===== src/rtl/cu_pkg.sv =====
// rtl/cu_pkg.sv - shared constants and types for the ALU control unit
// Instruction layout: OPCODE[31:24] DEST[23:16] SRC1[15:8] SRC2/IMM[7:0].
// Register addresses use the low REG_ADDR_W bits of each byte field.
package cu_pkg;

   localparam int INSTR_W    = 32;
   localparam int DATA_W     = 8;
   localparam int REG_ADDR_W = 3;

   localparam int OPC_LSB  = 24;
   localparam int DEST_LSB = 16;
   localparam int SRC1_LSB = 8;
   localparam int SRC2_LSB = 0;

   localparam logic [7:0] OP_LOADI = 8'h00;
   localparam logic [7:0] OP_MOV   = 8'h01;
   localparam logic [7:0] OP_ADD   = 8'h02;
   localparam logic [7:0] OP_SUB   = 8'h03;
   localparam logic [7:0] OP_AND   = 8'h04;
   localparam logic [7:0] OP_OR    = 8'h05;
   localparam logic [7:0] OP_J     = 8'h06;
   localparam logic [7:0] OP_BEQ   = 8'h07;
   localparam logic [7:0] OP_LWD   = 8'h08;
   localparam logic [7:0] OP_LWI   = 8'h09;
   localparam logic [7:0] OP_SWD   = 8'h0A;
   localparam logic [7:0] OP_SWI   = 8'h0B;
   localparam logic [7:0] OP_BNE   = 8'h0D;

   localparam logic [2:0] ALU_FWD = 3'b000;
   localparam logic [2:0] ALU_ADD = 3'b001;
   localparam logic [2:0] ALU_AND = 3'b010;
   localparam logic [2:0] ALU_OR  = 3'b011;

   typedef enum logic [2:0] {
      ST_IDLE, ST_EXEC, ST_MEM, ST_WB, ST_BR
   } state_t;

   typedef enum logic [2:0] {
      CLS_ALU, CLS_LOAD, CLS_STORE, CLS_JUMP, CLS_BRANCH, CLS_BAD
   } op_class_t;

endpackage


===== src/rtl/cu_opcode_decoder.sv =====
// rtl/cu_opcode_decoder.sv - combinational opcode decoder for the control unit
// Build option: CU_BRANCH_EN adds beq (07) / bne (0D); otherwise they decode as BAD.
// Ports:
//   opcode      in   8  instruction opcode byte
//   alu_select  out  3  ALU function code
//   imm_sel     out  1  ALU DATA2 taken from the immediate
//   neg_sel     out  1  negate ALU DATA2
//   op_class    out     sequencing class consumed by the FSM
module cu_opcode_decoder
   import cu_pkg::*;
(
   input  logic [7:0] opcode,
   output logic [2:0] alu_select,
   output logic       imm_sel,
   output logic       neg_sel,
   output op_class_t  op_class
);

   always_comb begin
      alu_select = ALU_FWD;
      imm_sel    = 1'b0;
      neg_sel    = 1'b0;
      op_class   = CLS_BAD;
      case (opcode)
         OP_LOADI: begin op_class = CLS_ALU; imm_sel = 1'b1; end
         OP_MOV:   begin op_class = CLS_ALU; end
         OP_ADD:   begin op_class = CLS_ALU; alu_select = ALU_ADD; end
         OP_SUB:   begin op_class = CLS_ALU; alu_select = ALU_ADD; neg_sel = 1'b1; end
         OP_AND:   begin op_class = CLS_ALU; alu_select = ALU_AND; end
         OP_OR:    begin op_class = CLS_ALU; alu_select = ALU_OR; end
         OP_J:     begin op_class = CLS_JUMP; end
         OP_LWD:   begin op_class = CLS_LOAD; end
         OP_LWI:   begin op_class = CLS_LOAD; imm_sel = 1'b1; end
         OP_SWD:   begin op_class = CLS_STORE; end
         OP_SWI:   begin op_class = CLS_STORE; imm_sel = 1'b1; end
`ifdef CU_BRANCH_EN
         // Compare by subtraction: ALU computes SRC1 + (-SRC2), ZERO flags equality.
         OP_BEQ, OP_BNE: begin
            op_class   = CLS_BRANCH;
            alu_select = ALU_ADD;
            neg_sel    = 1'b1;
         end
`endif
         default: op_class = CLS_BAD;
      endcase
   end

endmodule


===== src/rtl/alu_control_fsm.sv =====
// rtl/alu_control_fsm.sv - multi-cycle control unit sequencing EXEC/MEM/WB/BR
// Build option: CU_BRANCH_EN enables beq/bne (ALU_ZERO sampled at the end of EXEC).
// Ports:
//   clk, reset_n                  clock, asynchronous active-low reset
//   instr, instr_valid/ready      instruction handshake from fetch (ready only in IDLE)
//   alu_select, imm_sel, neg_sel  ALU controls, valid during EXEC
//   read_reg1/2, write_reg, imm   register-file addresses and immediate, held per instruction
//   reg_write_en                  one-cycle write strobe in WB
//   mem_read, mem_write           data-memory requests held through MEM
//   mem_busywait                  memory stall, only observed in MEM
//   alu_zero                      ALU ZERO flag for branches
//   pc_branch, illegal            one-cycle pulses
module alu_control_fsm
   import cu_pkg::*;
(
   input  logic                  clk,
   input  logic                  reset_n,
   input  logic [INSTR_W-1:0]    instr,
   input  logic                  instr_valid,
   output logic                  instr_ready,
   output logic [2:0]            alu_select,
   output logic                  imm_sel,
   output logic                  neg_sel,
   output logic [REG_ADDR_W-1:0] read_reg1,
   output logic [REG_ADDR_W-1:0] read_reg2,
   output logic [REG_ADDR_W-1:0] write_reg,
   output logic [DATA_W-1:0]     imm,
   output logic                  reg_write_en,
   output logic                  mem_read,
   output logic                  mem_write,
   input  logic                  mem_busywait,
   input  logic                  alu_zero,
   output logic                  pc_branch,
   output logic                  illegal
);

   state_t    state_q, state_d;
   op_class_t cls_q, dec_class;
   logic [2:0] dec_alu;
   logic      dec_imm_sel, dec_neg_sel;
   logic      accept, take;
   logic      ready_d, rwe_d, mem_read_d, mem_write_d, pc_branch_d, illegal_d;

   // instr_ready is high exactly when the state register holds IDLE.
   assign accept = instr_valid & instr_ready;

   cu_opcode_decoder u_dec (
      .opcode     (instr[OPC_LSB +: 8]),
      .alu_select (dec_alu),
      .imm_sel    (dec_imm_sel),
      .neg_sel    (dec_neg_sel),
      .op_class   (dec_class)
   );

`ifdef CU_BRANCH_EN
   logic bne_q;
   logic unused_ok;

   always_ff @(posedge clk or negedge reset_n) begin
      if (!reset_n)    bne_q <= 1'b0;
      else if (accept) bne_q <= (instr[OPC_LSB +: 8] == OP_BNE);
   end

   // Only meaningful while in EXEC: alu_zero is live there and is captured
   // into pc_branch by the EXEC->BR edge.
   assign take = (cls_q == CLS_JUMP) | ((cls_q == CLS_BRANCH) & (alu_zero ^ bne_q));
   assign unused_ok = &{1'b0, instr[DEST_LSB+7:DEST_LSB+REG_ADDR_W],
                        instr[SRC1_LSB+7:SRC1_LSB+REG_ADDR_W]};
`else
   logic unused_ok;

   assign take = (cls_q == CLS_JUMP);
   assign unused_ok = &{1'b0, alu_zero, instr[DEST_LSB+7:DEST_LSB+REG_ADDR_W],
                        instr[SRC1_LSB+7:SRC1_LSB+REG_ADDR_W]};
`endif

   // Instruction fields and decoded ALU controls, frozen at accept.
   always_ff @(posedge clk or negedge reset_n) begin
      if (!reset_n) begin
         cls_q      <= CLS_BAD;
         alu_select <= ALU_FWD;
         imm_sel    <= 1'b0;
         neg_sel    <= 1'b0;
         read_reg1  <= '0;
         read_reg2  <= '0;
         write_reg  <= '0;
         imm        <= '0;
      end else if (accept) begin
         cls_q      <= dec_class;
         alu_select <= dec_alu;
         imm_sel    <= dec_imm_sel;
         neg_sel    <= dec_neg_sel;
         read_reg1  <= instr[SRC1_LSB +: REG_ADDR_W];
         read_reg2  <= instr[SRC2_LSB +: REG_ADDR_W];
         write_reg  <= instr[DEST_LSB +: REG_ADDR_W];
         imm        <= instr[SRC2_LSB +: DATA_W];
      end
   end

   // Next state, and the strobes derived from it so they can be registered
   // alongside the state (outputs then change only on clock or reset).
   always_comb begin
      state_d = state_q;
      case (state_q)
         ST_IDLE: if (instr_valid) state_d = ST_EXEC;
         ST_EXEC: begin
            case (cls_q)
               CLS_ALU:             state_d = ST_WB;
               CLS_LOAD, CLS_STORE: state_d = ST_MEM;
               CLS_JUMP, CLS_BRANCH: state_d = ST_BR;
               default:             state_d = ST_IDLE;
            endcase
         end
         ST_MEM:  if (!mem_busywait) state_d = (cls_q == CLS_LOAD) ? ST_WB : ST_IDLE;
         default: state_d = ST_IDLE;
      endcase

      ready_d     = (state_d == ST_IDLE);
      rwe_d       = (state_d == ST_WB);
      mem_read_d  = (state_d == ST_MEM) & (cls_q == CLS_LOAD);
      mem_write_d = (state_d == ST_MEM) & (cls_q == CLS_STORE);
      pc_branch_d = (state_d == ST_BR) & take;
      // EXEC is entered only from IDLE, so the live decode is the new instruction.
      illegal_d   = (state_d == ST_EXEC) & (dec_class == CLS_BAD);
   end

   always_ff @(posedge clk or negedge reset_n) begin
      if (!reset_n) begin
         state_q      <= ST_IDLE;
         instr_ready  <= 1'b1;
         reg_write_en <= 1'b0;
         mem_read     <= 1'b0;
         mem_write    <= 1'b0;
         pc_branch    <= 1'b0;
         illegal      <= 1'b0;
      end else begin
         state_q      <= state_d;
         instr_ready  <= ready_d;
         reg_write_en <= rwe_d;
         mem_read     <= mem_read_d;
         mem_write    <= mem_write_d;
         pc_branch    <= pc_branch_d;
         illegal      <= illegal_d;
      end
   end

endmodule


===== config.mk =====
export PLATFORM = sky130hd
export DESIGN_NAME = alu_control_fsm
export DESIGN_NICKNAME = d
export VERILOG_FILES = /design/src/rtl/cu_pkg.sv /design/src/rtl/cu_opcode_decoder.sv /design/src/rtl/alu_control_fsm.sv
export SDC_FILE = /design/constraint.sdc
export NUM_CORES = 1
export LEC_CHECK = 0
export CAP_MARGIN = 10
export CORE_MARGIN = 10
export CORE_UTILIZATION = 40
export DETAILED_ROUTE_END_ITERATION = 12
export HOLD_SLACK_MARGIN = 0.12
export PLACE_DENSITY = 0.86
export SYNTH_ARGS = -nofsm -noshare
export SYNTH_HDL_FRONTEND = slang
export SYNTH_SLANG_ARGS = --single-unit

===== constraint.sdc =====
create_clock -name clk -period 1.98 [get_ports clk]
set_input_delay 0.495 -clock clk [delete_from_list [all_inputs] [get_ports clk]]
set_output_delay 0.495 -clock clk [all_outputs]
set_load 0.03 [all_outputs]

==> metrics list <==
- The flow ran to the end, and the final reports show no timing, DRC or antenna violations.
- For this design the top-level I/O count stands at 65.
* Number of design-rule violations left by the first detailed-router iteration: 45
- For the final routed database, the setup TNS stands at 0 ps.
- Final critical path time including I/O delays and setup: 1860 ps
- Leakage power summed over all cells: 0.807 nW
- In this run the cell area of the synthesized design comes to 1320 µm².
* Number of buffers inserted by post-CTS setup repair: 0
* Final hold viol count: 0
- Entering global routing, the biggest net connects 31 pins.
- In this run, CTS created clock tree buffers numbering 5.
- Number of instances in the synthesized netlist: 107
- DPL Wire Length: 2620 µm
- Port buffering added 52 buffers.
- The cell family contributing the most delay on the critical path is buffers and inverters.
- The placed instances occupy a cell area of 1890 µm².
- 0 antenna diodes ended up in the layout.
- Nature of the critical path endpoint: output port
- Averaged over all synthesized cells, the footprint is 12.4 µm².
- The finished layout holds 207 standard cells, fillers aside.
- At the end of routability-driven placement, the weighted congestion stood at 0.862.
* Antenna violations before repair: 0
* Area delta synth->final: 46.3%
- From left edge to right edge, the die measures 77.5 µm.
* Hold-fix buffers, CTS: 0
- Number of resized instances in the post-cts repair step: 1
- Nets: 200
* Endpoints failing setup: 0
* Fraction of layout instances using a drive strength above 1: 20.2%
- Die Ht: 77.5 µm
* Die Outline Area: 6010 µm²
- In the routed design, unresolved DRC markers number 0.
* Global-route wire length before repair: 5230 µm
- Clock-pin slew was measured on the worst setup and hold paths at 90 ps.
- The total overflow left after global routing is 0.
- FF+latch count, synth: 30
- The cell sitting at the root of the clock tree is a clkbuf_4.
- Wire length per cell: 15.6 µm
* TritonCTS clock tree: yes
- Nature of the critical path startpoint: flop
- The netlist uses 32 different library cells.
* Max rail drop VDD: 0.000896 V
* Length of the first detailed-routing pass in iterations: 4
- Post-Place Cells: 200
- Worst path required time: 1480 ps
- Count of buffer and inverter cells on the critical path: 1
* Cell row count: 20
* Number of nets with antenna violations after routing: 0
- Sequential cells were found to cover 57.0% of the synthesized design area.
- The max-slew violation count was 0.
* Post-route cell area: 1930 µm²
- At the worst endpoint, the arrival time is 1370 ps.
- PD cells: 1350 nW/µm²
- Registers take 754 µm².
- Maximum single-stage delay on the critical path: 690 ps
* Max reg flops: 6
- The worst setup path is of the reg2out kind.
* Maximum clock rate: 536 MHz
- Total routing usage reported by global routing: 10.9%
- The slowest stage of the critical path belongs to the cell clkdlybuf4s50_1.
* Multi-input logic area: 507 µm²
* Number of vias after detailed routing: 1003
- Max-cap violations: 0
* Vias per cell: 4.85
* Routed wire length: 3220 µm
- Clock net sink count: 30
- Register with the most flip-flops: imm
- At the later pin of the worst-skew pair, clock insertion delay measures 300 ps.
* Max clock buf depth: 2
* Chain of cells forming the critical path: clkdlybuf4s50_1
- Class of the most critical hold timing path: reg2reg
- Setup repair after global routing left no endpoint under its margin.
* CTS HTree Levels: 2
- Across all setup checks in the final design, the least slack found is 116 ps.
- Fill count: 274
- Setup clock skew after layout: 2.95 ps
- The initial utilization of the core area, before any placement, comes to 42.6%.
- Core Area: 3100 µm²
- The Yosys step of the flow raised 0 warnings.
- Vias in the first global route: 1057
* Final-layout worst hold slack: 490 ps
- Of all nets on the critical path, the largest fanout is 3.
- Pre-CTS setup slack: 18.1 ps
- The number of nets in the synthesized netlist is 144.
* Share of the cycle needed by the critical path after routing: 94.1%
==> Yosys cell counts (all sizes together) <==
library cell,n,area (µm²)
a2111oi,1,27.5
a211oi,2,15.0
a21o,1,7.51
a21oi,6,30.0
a32o,1,10.0
buf,6,46.3
clkbuf,1,3.75
conb,1,3.75
dfrtp,27,676
dfstp,3,78.8
inv,3,11.3
mux2,14,158
nand2,10,37.5
nand3,1,5.00
nand3b,1,7.51
nor2,11,41.3
nor2b,1,6.26
nor3,3,15.0
nor3b,1,7.51
o21ai,2,10.0
o31ai,1,7.51
o32ai,1,27.5
o41ai,1,16.3
or2,1,6.26
or2b,1,11.3
or3,1,6.26
or3b,3,28.8
or4,1,11.3
or4b,1,10.0
==> final cells by class <==
cell class	instances	area share, %
Sequential cell	30	39.0
Timing Repair Buffer	56	29.0
Multi-Input combinational cell	67	26.2
Tap cell	44	2.85
Clock buffer	7	2.33
Inverter	3	0.582
==> stage by stage <==
stage,utilization (%),power [mW]
after detailed placement,60.9,2.34
after global routing,62.3,2.76
after CTS,62.3,2.64
after global placement,60.9,2.29
final,62.3,2.61
after floorplan,-,1.76
==> metal layers <==
metal	vias up	track usage [%]	share of wire, %	routed length, µm
li1	483	-	-	-
met1	482	9.91	34	1080
met2	31	19.9	57	1840
met3	7	6.34	7.8	252
met4	0	3.47	1.6	53
met5	-	0	0	0
==> layout by cell type (no fill, tap or decap) <==
cell type        count
nand3b_1             1
dlygate4sd2_1        1
a21oi_1              6
mux2_2              14
o31ai_1              1
nor3b_1              1
a211oi_1             2
or3b_4               1
inv_1                3
clkbuf_4             5
conb_1               1
a21o_1               1
buf_4                3
or3b_1               2
buf_12               1
clkbuf_1             2
or2_2                1
o41ai_2              1
o21ai_1              2
dfstp_2              3
nand3_1              1
or4_4                1
nor2_1              11
nand2_1             10
a32o_1               1
nor3_1               3
or3_1                1
dfrtp_1             27
o32ai_4              1
or2b_4               1
nor2b_1              1
a2111oi_4            1
clkdlybuf4s50_1     51
or4b_1               1
==> power breakdown <==
group | leakage [nW] | total, mW | internal, mW | switching (mW)
clock | 0.0254 | 0.314 | 0.134 | 0.180
combinational | 0.408 | 1.34 | 0.609 | 0.733
sequential | 0.373 | 0.950 | 0.829 | 0.121
total | 0.807 | 2.61 | 1.57 | 1.03
==> worst paths after layout <==
| path | from | end | slack (ps) | cells past startpoint |
|---|---|---|---|---|
| max in group asynchronous | reset_n | instr_ready | 1100 | 2 |
| worst min-delay path | imm_sel | imm_sel | 490 | 2 |
| worst min register to register | imm_sel | imm_sel | 490 | 2 |
| worst max register to register | cls_q[0] | mem_write | 390 | 4 |
| worst max-delay path | imm[2] | read_reg2[2] | 120 | 1 |
| min in group asynchronous | reset_n | illegal | 570 | 2 |
==> cells by family after synthesis <==
group | share of synthesized area, %
compound gates | 11.4
other cells | 0.284
simple gates | 14.7
flops | 57.0
buf+inv | 4.64
mux | 11.9
Power figures use the tool's default switching activity.
